**src/rtl/usb_reset_ctrl.sv**
```systemverilog
`timescale 1ns/1ps
// usb_reset_ctrl
//   Reset and attach sequencer for the USB bootloader core. Holds the core in
//   reset until the PLL has been locked and stable, enables the D+ pull-up a
//   fixed time after the core leaves reset, and re-resets the core whenever
//   the host signals a USB bus reset (prolonged SE0 on the received line).
//
// Ports
//   clk_48mhz        in   1  only clock (PLL output)
//   reset            in   1  synchronous, active-high
//   pll_lock         in   1  PLL lock, asynchronous (synchronized here)
//   usb_p_rx         in   1  received D+, asynchronous (synchronized here)
//   usb_n_rx         in   1  received D-, asynchronous (synchronized here)
//   usb_tx_en        in   1  core transmit enable, synchronous to clk_48mhz
//   core_reset       out  1  reset for the bootloader core
//   pu_en            out  1  D+ pull-up enable
//   bus_reset_count  out  8  number of bus resets seen, saturating at 255
module usb_reset_ctrl #(
    parameter int LOCK_STABLE_CYCLES  = 4800,
    parameter int ATTACH_DELAY_CYCLES = 48000,
    parameter int SE0_RESET_CYCLES    = 120,
    parameter int RESET_HOLD_CYCLES   = 48
) (
    input  logic       clk_48mhz,
    input  logic       reset,
    input  logic       pll_lock,
    input  logic       usb_p_rx,
    input  logic       usb_n_rx,
    input  logic       usb_tx_en,
    output logic       core_reset,
    output logic       pu_en,
    output logic [7:0] bus_reset_count
);

    // One counter is shared by every timed state, so it is sized for the
    // largest interval.
    localparam int MAX_AB = (LOCK_STABLE_CYCLES > ATTACH_DELAY_CYCLES) ?
                            LOCK_STABLE_CYCLES : ATTACH_DELAY_CYCLES;
    localparam int MAX_CD = (SE0_RESET_CYCLES > RESET_HOLD_CYCLES) ?
                            SE0_RESET_CYCLES : RESET_HOLD_CYCLES;
    localparam int MAX_P  = (MAX_AB > MAX_CD) ? MAX_AB : MAX_CD;
    localparam int CNT_W  = $clog2(MAX_P) + 1;

    localparam logic [CNT_W-1:0] LOCK_LAST   = CNT_W'(LOCK_STABLE_CYCLES - 1);
    localparam logic [CNT_W-1:0] ATTACH_LAST = CNT_W'(ATTACH_DELAY_CYCLES - 1);
    localparam logic [CNT_W-1:0] SE0_LAST    = CNT_W'(SE0_RESET_CYCLES - 1);
    localparam logic [CNT_W-1:0] HOLD_LAST   = CNT_W'(RESET_HOLD_CYCLES - 1);
    localparam logic [CNT_W-1:0] CNT_ONE     = CNT_W'(1);

    typedef enum logic [2:0] {
        WAIT_LOCK   = 3'd0,
        LOCK_STABLE = 3'd1,
        ATTACH_WAIT = 3'd2,
        ATTACHED    = 3'd3,
        BUS_RESET   = 3'd4,
        HOLD        = 3'd5
    } state_t;

    function automatic logic [7:0] sat_inc8(input logic [7:0] v);
        return (v == 8'hFF) ? v : v + 8'd1;
    endfunction

    function automatic logic holds_core_reset(input state_t s);
        return (s == WAIT_LOCK) || (s == LOCK_STABLE) ||
               (s == BUS_RESET) || (s == HOLD);
    endfunction

    function automatic logic drives_pullup(input state_t s);
        return (s == ATTACHED) || (s == BUS_RESET) || (s == HOLD);
    endfunction

    // Two-flop synchronizers; bit 1 is the synchronized value.
    logic [1:0] lock_sync_q;
    logic [1:0] p_sync_q;
    logic [1:0] n_sync_q;

    always_ff @(posedge clk_48mhz) begin
        if (reset) begin
            lock_sync_q <= 2'b00;
            p_sync_q    <= 2'b00;
            n_sync_q    <= 2'b00;
        end else begin
            lock_sync_q <= {lock_sync_q[0], pll_lock};
            p_sync_q    <= {p_sync_q[0], usb_p_rx};
            n_sync_q    <= {n_sync_q[0], usb_n_rx};
        end
    end

    logic lock_s;
    logic se0;

    assign lock_s = lock_sync_q[1];
    // The core's own EOP drives SE0 while transmitting; mask it out.
    assign se0    = !p_sync_q[1] && !n_sync_q[1] && !usb_tx_en;

    state_t           state_q, state_d;
    logic [CNT_W-1:0] cnt_q, cnt_d;
    logic [7:0]       brc_q, brc_d;
    logic             core_reset_q;
    logic             pu_en_q;

    always_comb begin
        state_d = state_q;
        cnt_d   = cnt_q;
        brc_d   = brc_q;
        // Losing lock overrides every other transition.
        if (state_q != WAIT_LOCK && !lock_s) begin
            state_d = WAIT_LOCK;
            cnt_d   = '0;
        end else begin
            case (state_q)
                WAIT_LOCK: begin
                    cnt_d = '0;
                    if (lock_s) begin
                        state_d = LOCK_STABLE;
                    end
                end
                LOCK_STABLE: begin
                    if (cnt_q == LOCK_LAST) begin
                        state_d = ATTACH_WAIT;
                        cnt_d   = '0;
                    end else begin
                        cnt_d = cnt_q + CNT_ONE;
                    end
                end
                ATTACH_WAIT: begin
                    if (cnt_q == ATTACH_LAST) begin
                        state_d = ATTACHED;
                        cnt_d   = '0;
                    end else begin
                        cnt_d = cnt_q + CNT_ONE;
                    end
                end
                ATTACHED: begin
                    if (!se0) begin
                        cnt_d = '0;
                    end else if (cnt_q == SE0_LAST) begin
                        state_d = BUS_RESET;
                        cnt_d   = '0;
                        brc_d   = sat_inc8(brc_q);
                    end else begin
                        cnt_d = cnt_q + CNT_ONE;
                    end
                end
                BUS_RESET: begin
                    cnt_d = '0;
                    if (!se0) begin
                        state_d = HOLD;
                    end
                end
                HOLD: begin
                    // SE0 coming back is the same bus reset, not a new one.
                    if (se0) begin
                        state_d = BUS_RESET;
                        cnt_d   = '0;
                    end else if (cnt_q == HOLD_LAST) begin
                        state_d = ATTACHED;
                        cnt_d   = '0;
                    end else begin
                        cnt_d = cnt_q + CNT_ONE;
                    end
                end
                default: begin
                    state_d = WAIT_LOCK;
                    cnt_d   = '0;
                end
            endcase
        end
    end

    // Outputs are decoded from the next state so they switch together with
    // the state register.
    always_ff @(posedge clk_48mhz) begin
        if (reset) begin
            state_q      <= WAIT_LOCK;
            cnt_q        <= '0;
            brc_q        <= 8'd0;
            core_reset_q <= 1'b1;
            pu_en_q      <= 1'b0;
        end else begin
            state_q      <= state_d;
            cnt_q        <= cnt_d;
            brc_q        <= brc_d;
            core_reset_q <= holds_core_reset(state_d);
            pu_en_q      <= drives_pullup(state_d);
        end
    end

    assign core_reset      = core_reset_q;
    assign pu_en           = pu_en_q;
    assign bus_reset_count = brc_q;

endmodule

```
**config.mk**
```make
export PLATFORM = sky130hd
export DESIGN_NAME = usb_reset_ctrl
export DESIGN_NICKNAME = d
export VERILOG_FILES = /design/src/rtl/usb_reset_ctrl.sv
export SDC_FILE = /design/constraint.sdc
export NUM_CORES = 1
export LEC_CHECK = 0
export CORE_ASPECT_RATIO = 0.6
export CORE_MARGIN = 1.5
export CORE_UTILIZATION = 30
export CTS_BUF_LIST = sky130_fd_sc_hd__clkbuf_4 sky130_fd_sc_hd__clkbuf_8
export DETAILED_ROUTE_END_ITERATION = 8
export SLEW_MARGIN = 0
export SYNTH_ARGS = -nofsm -noshare
export SYNTH_HDL_FRONTEND = slang
export SYNTH_SLANG_ARGS = --single-unit
export TNS_END_PERCENT = 50
```
**constraint.sdc**
```tcl
create_clock -name clk_48mhz -period 2.3 [get_ports clk_48mhz]
set_input_delay 0.23 -clock clk_48mhz [delete_from_list [all_inputs] [get_ports clk_48mhz]]
set_output_delay 0.23 -clock clk_48mhz [all_outputs]
set_load 0.05 [all_outputs]
```
; Yosys cells after proc, flatten, opt, wreduce, memory -nomap -nowiden
; Index checks and enable logic that the tools add are counted.
[word_totals]
in_bits = 6
output_inout_bits = 10
reg_bits = 36
[classes]
addsub = 2
n_eq_ne = 14
bitwise = 2
n_reduce_logical = 17
muxes = 17
[op_table]
columns = operator, count
row1 = 17-bit two-way mux, 6
row2 = 17-bit one-hot mux with 4 select lines, 1
row3 = 3-bit two-way mux, 9
row4 = 3-bit one-hot mux with 6 select lines, 1
row5 = 17-bit by 1-bit adder with 17-bit output (second input constant), 1
row6 = 17-bit by 13-bit equality test with 1-bit output (second input constant), 1
row7 = 17-bit by 16-bit equality test with 1-bit output (second input constant), 1
row8 = 17-bit by 6-bit equality test with 1-bit output (second input constant), 1
row9 = 17-bit by 7-bit equality test with 1-bit output (second input constant), 1
row10 = 3-bit equality test (second input constant), 4
row11 = 3-bit by 2-bit equality test with 1-bit output (second input constant), 3
row12 = 8-bit by 1-bit adder with 8-bit output (second input constant), 1
row13 = 8-bit equality test (second input constant), 1
row14 = 3-bit by 1-bit equality test with 1-bit output (second input constant), 2
row15 = 3-bit logical NOT, 2
row16 = 1-bit logical OR, 5
row17 = 5-bit AND reduction, 1
row18 = 1-bit logical NOT, 4
row19 = 1-bit logical AND, 3
row20 = 3-bit nonzero test, 1
row21 = 1-bit inverter, 2
row22 = 2-bit OR reduction, 1

; Longest topological paths before layout
[logic_depth]
word_depth = 10
mapped_depth = 7

; Least setup slack after synthesis
; Ideal clock, no wire load.
[synth_path]
path_kind = register -> register
startpoint = register brc_q[4] (netlist: bus_reset_count[4])
endpoint = register brc_q[7] (netlist: bus_reset_count[7])
stages_incl_launch_ff = 6
arrival_time_ns = 2.055
slack_ns = 0.175
setup_time_ns = 0.070
synth_period_minus_slack_ns = 2.125
n_path_buf = 0
cell_sequence = dfxtp_1 and4_1 a311oi_1 nand3_4 or4_1 a21oi_1
[synth_via]
elab_chain_len = 3
[synth_rtl]
columns = item, line_no
row1 = from (decl), 98  ; logic [7:0] brc_q, brc_d;
row2 = from (signal assigned), 183  ; brc_q <= brc_d;
row3 = "parallel branches: the longest is 3 deep, another holds 8-bit by 1-bit adder with 8-bit output", --
; Parallel ways; which one is timed is not known.
; A chain may end at the register's enable or synchronous reset.

; Worst setup path in the final report
[layout_path]
startpoint = register cnt_q[0]
endpoint = register brc_q[7] (netlist: bus_reset_count[7])
[layout_via]
elab_chain_len = 2
[layout_rtl]
columns = item, line_no
row1 = from (decl), 97  ; logic [CNT_W-1:0] cnt_q, cnt_d;
row2 = from (signal assigned), 182  ; cnt_q <= cnt_d;
row3 = 17-bit by 7-bit equality test with 1-bit output, 137  ; end else if (cnt_q == SE0_LAST) begin
row4 = 5-bit AND reduction (no source line), --
; Every way passes these cells.

==> flow_metrics.py <==
metrics = {
    "outcome": {
        "status": "finished clean",
    },
    "detailed_routing": {
        "vias": 1531,
        "drc": 0,
        "wl_per_cell_um": 14.2,
        "drt_wl_total_mm": 4.28,
        "drt_iter0_markers": 82,
        "final_antenna_net_count": 0,
        "dr.pass1.iters": 4,
        "vias_per_cell": 5.09,
    },
    "global_route": {
        "use_met1_pct": 20.0,
        "globalRouteTotalUtil_pct": 13.6,
        "grt_max_degree": 18,
        "antenna_found_initial": 0,
        "met2_usage_pct": 17.3,
        "grt-ovfl-total": 0,
        "first_global_vias": 1390,
        "grt_pass1_wl_mm": 6.96,
        "grt.busiest_layer": "met1",
        "grtUsageMet3_pct": 4.35,
    },
    "cells_and_area": {
        "nNetsFinal": 228,
        "drive_above_1_share_pct": 14.0,
        "num_antenna_cells": 0,
        "area_growth_pct": 22.2,
        "stdcell_count": 301,
    },
    "power_and_ir_drop": {
        "power_density_mw_per_mm2": 520,
        "netSwitchingPower_mw": 0.246,
        "peakVddDrop_uv": 290,
        "seqPwrFrac_pct": 54.1,
        "p_int_mw": 0.921,
        "power.share.clock_pct": 41.5,
        "switching_share_pct": 21.1,
        "comb_power_share_pct": 4.4,
        "leakagePower_nw": 0.719,
    },
    "sta": {
        "fin_skew_ns": 0.00638,
        "worst_slew_pin_slew_ns": 1.29,
        "slew_headroom_pct": 13.7,
        "fin_crit_ns": 2.11,
        "timing.fmax_ghz": 0.474,
        "setup_viol": 0,
        "fin_crit_sh_pct": 91.8,
        "drv_slew": 0,
        "final_hold_viol_count": 0,
        "rsz0062_at_grt": "no",
        "hold_ws_ns": 0.431,
    },
    "clocking": {
        "clk_latency_ns": 0.29,
        "cts_buffers": 5,
        "htree_levels": 2,
        "cts-root-buf": "clkbuf_8",
        "cts_tree": "done",
        "cts.sinks": 36,
        "cts.clk_slew.worst_paths_ns": 0.07,
        "cts_buffer_depth": 2,
    },
    "yosys": {
        "synthCells": 197,
        "ys_warn_count": 0,
        "synth_nets": 205,
        "netlist_area_mm2": 0.00183,
        "yosys.area.top_type": "dfxtp_1",
        "synth_cell_types": 46,
        "ys.flop_type": "dfxtp_1",
        "synth_edf_count": 0,
        "ys_top_cells_by_area": "dfxtp_1 39%, a211oi_1 7.0%, xor2_1 5.7%, nand4_1 3.4%, nor2b_1 3.1%",
        "synth_seq_cells": 36,
        "yosysSeqAreaShare_pct": 39.3,
        "synth_top_area_share_pct": 39.3,
        "ys_async_sr_fraction_pct": 0,
        "syn_area_per_cell_um2": 9.31,
    },
    "die": {
        "die-height_um": 63.6,
        "io_pins": 16,
        "fp-row-count": 21,
        "die_x_um": 104,
        "die_area_mm2": 0.00661,
        "core_mm2": 0.00573,
        "start_util_pct": 32.0,
    },
    "worst_setup_path": {
        "path_class": "reg2reg",
        "cp-end-kind": "flop",
        "crit_required_ns": 2.51,
        "startpoint_type": "flop",
        "worstPathArrival_ns": 2.33,
        "crit_fanout": 6,
    },
    "place": {
        "gp_congestion": 0.813,
        "post-place-cells": 293,
        "port-buffer-count": 15,
        "place_hpwl_mm": 3.14,
    },
    "job": {
        "max_cap_violations": 0,
    },
    "hold_path": {
        "hp-class": "reg2reg",
    },
}
-- Yosys cell counts, types with 3 or more instances --
master    instances
dfxtp_1          36
a211oi_1         17
nand2_1          13
xor2_1           12
nand4_1          10
nor2_1           10
nor2b_1           9
nand3_1           7
clkbuf_1          6
xnor2_1           6
a21oi_1           5
nor3_1            5
inv_1             4
or4_1             4
and2_1            3
and3_1            3
and4_1            3
nand2b_1          3
o22ai_1           3
o31ai_1           3
-- layout by cell type (no fill, tap or decap), types with 4 or more instances in the layout --
cell type and instances:
xor2_1 12, dfxtp_1 36, nor3_1 5, inv_1 4, nand4_1 10, or4_1 4
nor2_1 10, a21oi_1 5, xnor2_1 6, nand2_1 13, clkbuf_8 6, clkdlybuf4s50_1 15
nand3_1 7, buf_4 11, nor2b_1 9, a211oi_1 17
-- registers in the layout, summed over array words and instances (netlist names) --
signal,flops
bus_reset_count,8
cnt_q,17
core_reset,1
lock_sync_q,2
n_sync_q,2
p_sync_q,2
pu_en,1
state_q,3
-- layout make-up --
class | instances | area [µm²]
Timing Repair Buffer | 27 | 253
Clock buffer | 8 | 97.6
Tap cell | 80 | 100
Sequential cell | 36 | 721
Fill cell | 588 | 3490
Multi-Input combinational cell | 146 | 1060
Inverter | 4 | 15.0
-- metal layers --
| layer | wire length (µm) | up-vias |
|---|---|---|
| li1 | - | 774 |
| met5 | 0 | - |
| met4 | 72 | 0 |
| met2 | 1570 | 33 |
| met1 | 2370 | 717 |
| met3 | 268 | 7 |
-- kinds of logic after synthesis --
| kind of cell | share of synthesized area, % |
|---|---|
| flops | 39.3 |
| compound gates | 16.5 |
| buf+inv | 3.75 |
| fa+ha+maj | 1.36 |
| simple gates | 29.9 |
| xor+xnor | 8.59 |
| mux | 0.546 |
-- power groups by stage --
stage	clock network, mW	logic (mW)	registers (mW)
after floorplan	0	0.0314	0.644
after global placement	0	0.0502	0.645
after detailed placement	0	0.0506	0.645
after CTS	0.501	0.0509	0.631
after global routing	0.527	0.0563	0.631
final	0.484	0.0516	0.631
-- path summary, 6_finish.rpt --
path / from / endpoint / slack, ns / cells past startpoint
max: cnt_q[0]$_SDFF_PP0_ / bus_reset_count[7]$_SDFFE_PP0P_ / 0.19 / 6
max reg2reg: cnt_q[0]$_SDFF_PP0_ / bus_reset_count[7]$_SDFFE_PP0P_ / 0.19 / 6
min: n_sync_q[0]$_SDFF_PP0_ / n_sync_q[1]$_SDFF_PP0_ / 0.43 / 1
min reg2reg: n_sync_q[0]$_SDFF_PP0_ / n_sync_q[1]$_SDFF_PP0_ / 0.43 / 1
-- repair_timing --
action                                  in CTS  in global routing
resized for setup                            0                  2
endpoints found under the hold margin        0                  0
endpoints found under the setup margin       0                 19
buffers inserted                             0                  0
hold buffers                                 0                  0
-- stage by stage --
| stage | cell area (µm²) | TNS [ns] | total power, mW | util, % | worst slack, ns |
|---|---|---|---|---|---|
| after global placement | 2130 | -0.0297 | 0.695 | 37.2 | -0.0231 |
| final | 2240 | 0 | 1.17 | 39.1 | 0.189 |
| after global routing | 2240 | 0 | 1.21 | 39.1 | 0.0509 |
| after detailed placement | 2130 | -0.0182 | 0.696 | 37.2 | -0.0178 |
| after floorplan | 1830 | 0 | 0.676 | - | 0.175 |
| after CTS | 2230 | 0 | 1.18 | 38.9 | 0.133 |
-- critical path, cell delays in order (launching register included) --
cell and delay (ns):
dfxtp_1 0.40, ha_2 0.27, nand3b_1 0.14, nor4_4 0.42
nand3_4 0.16, or4_1 0.50, a21oi_1 0.15
Power figures use the tool's default switching activity.
